`src/rtl/msk_pkg.sv`:
```
// Shared defaults and wave-table helpers for the MSK phase generator.
package msk_pkg;

    localparam int DEF_DATA_W    = 16;
    localparam int DEF_ACC_W     = 26;
    localparam int DEF_LUT_AW    = 8;
    localparam int DEF_ALIGN_DLY = 10;
    localparam int DEF_AHEAD_DLY = 5;
    localparam int NCO_LAT       = 3;

    localparam longint HALF_PI_Q30 = 64'sd1686629713;

    function automatic int tbl_peak(input int dw);
        return (1 << (dw - 1)) - 1;
    endfunction

    // round(peak * sin(pi/2 * k / 2^aw)), Taylor series in Q30 fixed point
    function automatic int quarter_sin(input int k, input int aw, input int dw);
        longint x;
        longint x2;
        longint term;
        longint acc;
        longint v;
        longint pk;
        pk   = longint'(tbl_peak(dw));
        x    = (HALF_PI_Q30 * longint'(k)) >>> aw;
        x2   = (x * x) >>> 30;
        term = x;
        acc  = x;
        for (int n = 1; n <= 8; n++) begin
            term = -((term * x2) >>> 30) / longint'(2 * n * (2 * n + 1));
            acc  = acc + term;
        end
        v = (acc * pk + (64'sd1 <<< 29)) >>> 30;
        if (v < 0) v = 0;
        if (v > pk) v = pk;
        return int'(v);
    endfunction

endpackage

```
`src/rtl/msk_sincos_lut.sv`:
```
// Quarter-wave sine table with quadrant fold; phase in, cos/sin out after 2 clocks.
module msk_sincos_lut
    import msk_pkg::*;
#(
    parameter int DATA_W = DEF_DATA_W,
    parameter int LUT_AW = DEF_LUT_AW
) (
    input  logic                     clk,
    input  logic                     rst,
    input  logic [LUT_AW+1:0]        phase_in,
    output logic signed [DATA_W-1:0] cos_out,
    output logic signed [DATA_W-1:0] sin_out
);

    localparam int N = 2 ** LUT_AW;
    localparam logic [DATA_W-1:0] PEAK = DATA_W'(tbl_peak(DATA_W));

    logic [DATA_W-1:0] rom [N];

    for (genvar k = 0; k < N; k++) begin : g_rom
        localparam logic [DATA_W-1:0] ENTRY =
            DATA_W'(quarter_sin(k, LUT_AW, DATA_W));
        assign rom[k] = ENTRY;
    end

    logic [1:0]        quad_s;
    logic [1:0]        quad_c;
    logic [LUT_AW-1:0] addr;
    logic [LUT_AW-1:0] mirr;
    logic [DATA_W-1:0] fwd;
    logic [DATA_W-1:0] rev;

    logic [DATA_W-1:0] mag_s_q, mag_s_d;
    logic [DATA_W-1:0] mag_c_q, mag_c_d;
    logic              neg_s_q, neg_s_d;
    logic              neg_c_q, neg_c_d;
    logic signed [DATA_W-1:0] sin_q, sin_d;
    logic signed [DATA_W-1:0] cos_q, cos_d;

    assign quad_s = phase_in[LUT_AW+1:LUT_AW];
    assign quad_c = quad_s + 2'd1;
    assign addr   = phase_in[LUT_AW-1:0];
    assign mirr   = -addr;
    assign fwd    = rom[addr];
    // Mirrored address 0 lands on the quarter point, one past the table end
    assign rev    = (addr == '0) ? PEAK : rom[mirr];

    always_comb begin
        mag_s_d = quad_s[0] ? rev : fwd;
        mag_c_d = quad_c[0] ? rev : fwd;
        neg_s_d = quad_s[1];
        neg_c_d = quad_c[1];
        sin_d   = neg_s_q ? -$signed(mag_s_q) : $signed(mag_s_q);
        cos_d   = neg_c_q ? -$signed(mag_c_q) : $signed(mag_c_q);
    end

    always_ff @(posedge clk or posedge rst) begin
        if (rst) begin
            mag_s_q <= '0;
            mag_c_q <= '0;
            neg_s_q <= 1'b0;
            neg_c_q <= 1'b0;
            sin_q   <= '0;
            cos_q   <= '0;
        end else begin
            mag_s_q <= mag_s_d;
            mag_c_q <= mag_c_d;
            neg_s_q <= neg_s_d;
            neg_c_q <= neg_c_d;
            sin_q   <= sin_d;
            cos_q   <= cos_d;
        end
    end

    assign sin_out = sin_q;
    assign cos_out = cos_q;

endmodule

```
`src/rtl/msk_phase_gen.sv`:
```
// MSK burst phase generator: aligned pulse/IQ delay lines, NCO, weighting, pulse count.
module msk_phase_gen
    import msk_pkg::*;
#(
    parameter int DATA_W    = DEF_DATA_W,
    parameter int ACC_W     = DEF_ACC_W,
    parameter int LUT_AW    = DEF_LUT_AW,
    parameter int ALIGN_DLY = DEF_ALIGN_DLY,
    parameter int AHEAD_DLY = DEF_AHEAD_DLY
) (
    input  logic                     clk_msk_in,
    input  logic                     logic_rst_in,
    input  logic                     phase_pulse_in,
    input  logic                     phase_i_in,
    input  logic                     phase_q_in,
    input  logic [ACC_W-1:0]         freq_word_in,
    input  logic                     freq_we_in,
    output logic                     phase_vaild_ahead,
    output logic                     phase_vaild_out,
    output logic signed [DATA_W-1:0] phase_cos_out,
    output logic signed [DATA_W-1:0] phase_sin_out,
    output logic [15:0]              pulse_cnt_out
);

    localparam int PW = LUT_AW + 2;

    logic                 blk_q, blk_d;
    logic                 pulse_eff;
    logic [ALIGN_DLY:1]   pdly_q, pdly_d;
    logic [ALIGN_DLY:1]   idly_q, idly_d;
    logic [ALIGN_DLY:1]   qdly_q, qdly_d;
    logic [ALIGN_DLY:0]   pulse_dly;
    logic                 nco_en;
    logic                 inc_load;
    logic [ACC_W-1:0]     pend_q, pend_d;
    logic [ACC_W-1:0]     act_q, act_d;
    logic [ACC_W-1:0]     acc_q, acc_d;
    logic signed [DATA_W-1:0] lut_cos, lut_sin;
    logic signed [DATA_W-1:0] cos_w, sin_w;
    logic signed [DATA_W-1:0] cos_q, cos_d;
    logic signed [DATA_W-1:0] sin_q, sin_d;
    logic                 vld_q, vld_d;
    logic [15:0]          cnt_q, cnt_d;

    // After reset the gate stays shut until the pulse input is seen low
    assign pulse_eff = phase_pulse_in & ~blk_q;
    assign pulse_dly = {pdly_q, pulse_eff};
    assign nco_en    = pulse_dly[ALIGN_DLY-NCO_LAT];
    assign inc_load  = nco_en & ~pulse_dly[ALIGN_DLY-NCO_LAT+1];

    always_comb begin
        blk_d  = blk_q & phase_pulse_in;
        pdly_d = {pdly_q[ALIGN_DLY-1:1], pulse_eff};
        idly_d = {idly_q[ALIGN_DLY-1:1], phase_i_in};
        qdly_d = {qdly_q[ALIGN_DLY-1:1], phase_q_in};
        pend_d = freq_we_in ? freq_word_in : pend_q;
        act_d  = act_q;
        if (inc_load) begin
            act_d = freq_we_in ? freq_word_in : pend_q;
        end
        // Load cycle parks the accumulator at 0 so phase 0 is the first sample
        acc_d  = (nco_en && !inc_load) ? acc_q + act_q : '0;
        cos_w  = idly_q[ALIGN_DLY] ? lut_cos : -lut_cos;
        sin_w  = qdly_q[ALIGN_DLY] ? lut_sin : -lut_sin;
        vld_d  = pdly_q[ALIGN_DLY];
        cos_d  = vld_d ? cos_w : '0;
        sin_d  = vld_d ? sin_w : '0;
        cnt_d  = (vld_q && !vld_d) ? cnt_q + 16'd1 : cnt_q;
    end

    always_ff @(posedge clk_msk_in or posedge logic_rst_in) begin
        if (logic_rst_in) begin
            blk_q  <= 1'b1;
            pdly_q <= '0;
            idly_q <= '0;
            qdly_q <= '0;
            pend_q <= '0;
            act_q  <= '0;
            acc_q  <= '0;
            cos_q  <= '0;
            sin_q  <= '0;
            vld_q  <= 1'b0;
            cnt_q  <= '0;
        end else begin
            blk_q  <= blk_d;
            pdly_q <= pdly_d;
            idly_q <= idly_d;
            qdly_q <= qdly_d;
            pend_q <= pend_d;
            act_q  <= act_d;
            acc_q  <= acc_d;
            cos_q  <= cos_d;
            sin_q  <= sin_d;
            vld_q  <= vld_d;
            cnt_q  <= cnt_d;
        end
    end

    msk_sincos_lut #(
        .DATA_W (DATA_W),
        .LUT_AW (LUT_AW)
    ) u_lut (
        .clk      (clk_msk_in),
        .rst      (logic_rst_in),
        .phase_in (acc_q[ACC_W-1 -: PW]),
        .cos_out  (lut_cos),
        .sin_out  (lut_sin)
    );

    assign phase_vaild_ahead = pulse_dly[AHEAD_DLY];
    assign phase_vaild_out   = vld_q;
    assign phase_cos_out     = cos_q;
    assign phase_sin_out     = sin_q;
    assign pulse_cnt_out     = cnt_q;

endmodule

```
`config.mk`:
```
export PLATFORM = sky130hd
export DESIGN_NAME = msk_phase_gen
export DESIGN_NICKNAME = d
export VERILOG_FILES = /design/src/rtl/msk_pkg.sv /design/src/rtl/msk_sincos_lut.sv /design/src/rtl/msk_phase_gen.sv
export SDC_FILE = /design/constraint.sdc
export NUM_CORES = 1
export LEC_CHECK = 0
export ABC_AREA = 1
export CORE_UTILIZATION = 30
export DETAILED_ROUTE_END_ITERATION = 8
export GPL_TIMING_DRIVEN = 1
export PLACE_DENSITY = 0.52
export SLEW_MARGIN = 20
export SYNTH_ARGS = -nofsm -noshare
export SYNTH_HDL_FRONTEND = slang
export SYNTH_SLANG_ARGS = --single-unit
```
`constraint.sdc`:
```
create_clock -name clk_msk_in -period 6.9 [get_ports clk_msk_in]
set_input_delay 1.38 -clock clk_msk_in [delete_from_list [all_inputs] [get_ports clk_msk_in]]
set_output_delay 1.38 -clock clk_msk_in [all_outputs]
set_load 0.03 [all_outputs]
```
After elaboration in Yosys (flattened, before gate mapping)
Memories as Yosys holds them, arrays and structs flattened. Cells that the tools add are included.

Bits in registers: 224. Bits in latches: 0. Bits in writable memories: 0. Memory bits (read-only): 8192. Output and inout bits: 50. Memories: 2.

Memory list: (no name shown) (words 256, width 16, rd ports 1, clocked after Yosys merged registers in 0, write ports 0, RTL line msk_sincos_lut.sv:46) `assign rev = (addr == '0) ? PEAK : rom[mirr];`; (no name shown) (words 256, width 16, rd ports 1, clocked after Yosys merged registers in 0, write ports 0, RTL line msk_sincos_lut.sv:44) `assign fwd = rom[addr];`.

Add/sub/neg operators: 8. Multipliers: 0. Div/mod/pow operators: 0. Order comparisons: 2. Eq/ne operators: 0. Shift-type cells: 0. Mux-type cells: 15. Bitwise operators: 7. Reductions and logical operators: 5.

Operator list (count): 16-bit two-way mux (13); 16-bit negator (4); 26-bit two-way mux (2); 26-bit adder (1); 9-bit >= comparator, second input constant (2); 8-bit NOT with 9-bit output (2); 16-bit by 1-bit adder with 16-bit output, second input constant (1); 8-bit logical NOT (1); 8-bit negator (1); 1-bit bitwise AND (3); 2-bit by 1-bit adder with 2-bit output, second input constant (1); 1-bit logical AND (2); 1-bit logical NOT (2); 1-bit NOT (2).

Logic depth before layout (Yosys ltp)
Word-level depth: 7. Depth in mapped cells: 22. Mapped depth without buffers: 19.

By module
From an unflattened synthesis, not the netlist that was laid out.

Cells, all modules: 2779. Area, all modules: 18261.3 µm².

Modules (own cells, without submodules): msk_sincos_lut (times used 1, cells an instance 1904, area an instance 10314.9 µm², seq. area each 1601.5 µm²); msk_phase_gen (times used 1, cells an instance 875, area an instance 7946.4 µm², seq. area each 3955.0 µm²).

Worst setup path after synthesis
No wires, ideal clock.

Kind: register -> register. From: register acc_q[17]. To: register u_lut.mag_c_q[0]. Library setup time: 0.117 ns. Data arrival time: 3.046 ns. Data required time: 6.783 ns. Slack: 3.737 ns. Cell stages (with the launch flop): 22. Buffers on the path: 3. Cells stage by stage: dfrtp_1 -> clkbuf_1 -> inv_1 -> ha_1 -> inv_1 -> ha_1 -> buf_2 -> inv_1 -> clkbuf_1 -> ha_1 -> nand3_1 -> nand2_1 -> nand2_1 -> nand2_1 -> nand2_1 -> nand2_1 -> nand2_1 -> nand2_1 -> nor2_1 -> nand2_1 -> nand2_1 -> nand2_1.

Cells in the longest elaborated chain, start to end: 7. Elaborated cells on any way between the ends: 12. Those cells by class: 1 x add/sub; 6 x mux; 2 x bitwise; 1 x reduce/logical; 2 x memory.

Ends and longest elaborated chain: start: declaration (RTL line msk_phase_gen.sv:37) `logic [ACC_W-1:0] acc_q, acc_d;`; start signal: assignment (RTL line msk_phase_gen.sv:79) `acc_q <= '0;`; start signal: assignment (RTL line msk_phase_gen.sv:91) `acc_q <= acc_d;`; 8-bit negator (RTL line msk_sincos_lut.sv:43) `assign mirr = -addr;`; 8-bit NOT with 9-bit output (not written as such) (RTL line msk_sincos_lut.sv:46); memory read 256 x 16 bit; 16-bit two-way mux (not written as such) (2 in series) (RTL line msk_sincos_lut.sv:46); 16-bit two-way mux (RTL line msk_sincos_lut.sv:46); 16-bit two-way mux (*) (RTL line msk_sincos_lut.sv:50) `mag_c_d = quad_c[0] ? rev : fwd;`; named net u_lut.mag_c_d[0] (RTL line msk_sincos_lut.sv:34) `logic [DATA_W-1:0] mag_c_q, mag_c_d;`; end signal: assignment (RTL line msk_sincos_lut.sv:67) `mag_c_q <= mag_c_d;`; end: declaration (RTL line msk_sincos_lut.sv:34).

Mark *: on every way through the listed nets, which the timed path passes. The rest lies on a longest branch. The select of a mux whose other input is x is not followed. A chain may end at the register's enable or synchronous reset.

Worst setup path in the final report
From: register acc_q[17]. To: register u_lut.mag_c_q[4].

The elaborated chain is that of the path after synthesis.

==> metrics <==
initial antenna violation count 2; Peak VDD IR 0.0001862 V; routability cong. 1.013; Syn Inst Count 2621; GRT Total Usage 0.2804; Final #Nets 2738; routed vias 18962; Buffers on Ports 81; Starting Density 0.3043; number of buffers created by CTS 24; R2R setup slack 2.21 ns; DR WL/cell 23.94 um; cts repair resizes 0; Hold Crit Start pdly_q[4]; reg2reg path depth 20; top cells by count, synth 852 x nand2_1, 284 x nand3_1, 226 x nor2_1; Layout Utilization 0.3456; Layout Skew 0.02778 ns; crit-path leading delay family simple AND/OR/NAND/NOR gates; Hold Crit Endpoint pdly_q[5]; TritonCTS clock tree done; Remaining DRCs 0; DRT iter0 DRCs 2479; clk_lat worst skew 0.54 ns; Avg Inst Size Synth 6.559 um2; WS Path Type flip-flop to flip-flop; Reg clk slew, reported paths 0.06 ns; largest net degree at the start of global routing 173; most frequent CP cell nand2_1; Synth warnings 0; biggest area consumer among synthesized cells dfrtp_1; Crit path largest cell delay 0.82 ns; worst path bufs/invs 6; core box area 0.05650 mm2; setup ws final 2.212 ns; die width 241.4 um; worst hold path depth 0; diode count 0; min-delay worst type flip-flop to flip-flop; post-synthesis sequential area ratio 0.3232; status completed; layout cells sized above 1 0.06203; dpl ws 2.382 ns; final period demand of the worst path 4.688 ns; Max Freq 213.3 MHz; Routed WL 81780 um; Post CTS Setup Buffer Count 0; power density cells 423.4 mW/mm2; Final Hold Violating Endpoints 0; RSZ-0062 raised after global routing no; die height 241.4 um; post-synthesis cell area 0.01719 mm2; LEAKAGE 9.616 nW; reg2reg start acc_q[17]; # rows 87; hold buffer count at cts 0; CTS sink count 222; share of the synthesized area in the top cell type 0.3217; critical path, cell by cell buf_4 > inv_1 > ha_1 > inv_1 > ha_1 > inv_1 > buf_4 > nor2_1 > inv_1 > nand2_1 > nand2_1 > nand2_1 > nand2_1 > nand2_1 > nand2_1 > nand4_1 > nand3_1 > nand2_1 > nand2_1 > nand2_1; First-pass DRT Iterations 6; final setup violation count 0; area grow syn2layout 13.56%; FF-to-FF End u_lut.mag_c_q[4]; post-route setup TNS 0 ns; Routed Antenna Nets 0; syn nets 2716; Detail Placement HPWL 60880 um; Synth async-reset ratio 1.000; Root Driver clkbuf_16; prevailing post-synth register cell dfrtp_1; vias per cell 5.551; worst slew pin tran 0.9678 ns; Post-synth EDFFs 0; CP endpoint kind flip-flop; first-pass GRT wire length 121400 um; gr ovfl total 0; Startpoint Class flip-flop; worst-path fanout max 18; CP Data Required Time 7.36 ns; Max Slew Vio Count 0; max_slew headroom 0.3524; Yosys reg bits 222; IO Count 82; Crit-path slowest cell ha_1; vias in the first global route 18381; Netlist cell types 48; Max Cap Viol 0; Total Die Area 0.05827 mm2; Max clock buf depth 3; top-count cell post-synth nand2_1; synth top area cells dfrtp_1 32%, nand2_1 19%, nand3_1 8.3%, o21ai_0 5.9%, nor2_1 4.9%; crit share post-route 0.6794; Worst Path Arrival 5.14 ns; CTS H-tree lvls 1
## power by group
group / internal [mW] / total, mW / switching (mW) / leakage (nW)
clock network: 0.787 / 1.31 / 0.525 / 0.395
logic: 1.37 / 5.07 / 3.70 / 6.50
registers: 1.63 / 1.89 / 0.260 / 2.72
total: 3.78 / 8.27 / 4.48 / 9.62
## cells by family (layout without fill, tap and decap cells)
family	after synthesis	in the layout	share of synthesized area
compound gates	456	456	0.1451
xor+xnor	51	51	0.02598
fa+ha+maj	63	63	0.04629
buf+inv	334	373	0.07999
flops	222	222	0.3232
mux	51	51	0.03341
simple gates	1444	1444	0.3460
## stage by stage
stage	hold WS, ns	area (um2)	cells	power (mW)
floorplan	0.3312	17200	2621	4.953
global placement	0.3313	18710	3373	6.906
detailed placement	0.3355	18710	3373	6.798
CTS	0.3507	19520	3416	8.150
global route	0.3507	19520	3416	8.783
finish	0.3474	19520	3416	8.265
## state kept, by name, summed over array words and instances, names as in the netlist, 10 cells and up
| name | cells |
|---|---|
| idly_q | 10 |
| u_lut.sin_out | 16 |
| u_lut.mag_s_q | 15 |
| u_lut.cos_out | 16 |
| pdly_q | 10 |
| pulse_cnt_out | 16 |
| pend_q | 26 |
| phase_cos_out | 16 |
| u_lut.mag_c_q | 15 |
| act_q | 26 |
| phase_sin_out | 16 |
| qdly_q | 10 |
| acc_q | 26 |
## routing by layer
| metal | GRT usage | share of wire | vias up |
|---|---|---|---|
| met4 | 0.1095 | 0.044 | 4 |
| met3 | 0.05356 | 0.094 | 216 |
| met2 | 0.4355 | 0.44 | 1049 |
| met5 | 0 | 0.00033 | - |
| li1 | - | - | 8673 |
| met1 | 0.3822 | 0.43 | 9020 |
## worst max path at each step
stage	start	to	depth (start not counted)
after floorplan	logic_rst_in	acc_q[0]	1
after global placement	acc_q[17]	u_lut.mag_s_q[4]	20
after detailed placement	acc_q[17]	u_lut.mag_s_q[4]	20
after CTS	acc_q[17]	u_lut.mag_s_q[4]	20
after global routing	acc_q[17]	u_lut.mag_s_q[4]	20
final	acc_q[17]	u_lut.mag_c_q[4]	20
## layout make-up
class | instances | area (um2)
fillers | 6124 | 36970
multi-input cells | 2065 | 10280
flip-flops and latches | 222 | 5559
repair buffers | 124 | 1146
well taps | 756 | 945.9
inverters | 206 | 779.5
clock buffers | 31 | 656.9
clock inverters | 12 | 155.1
## layout by cell type, fill, tap and decap left out, drive strengths merged, types with 31 or more instances in the layout
master | synthesis | layout
xor2 | 37 | 37
dfrtp | 221 | 221
nor3 | 33 | 33
mux2 | 51 | 51
nand2 | 858 | 858
inv | 205 | 204
o21ai | 209 | 209
clkbuf | 52 | 31
nor2 | 231 | 231
a21oi | 160 | 160
ha | 62 | 62
buf | 76 | 43
nand3 | 285 | 285
clkdlybuf4s50 | 0 | 81
Power figures use the tool's default switching activity.
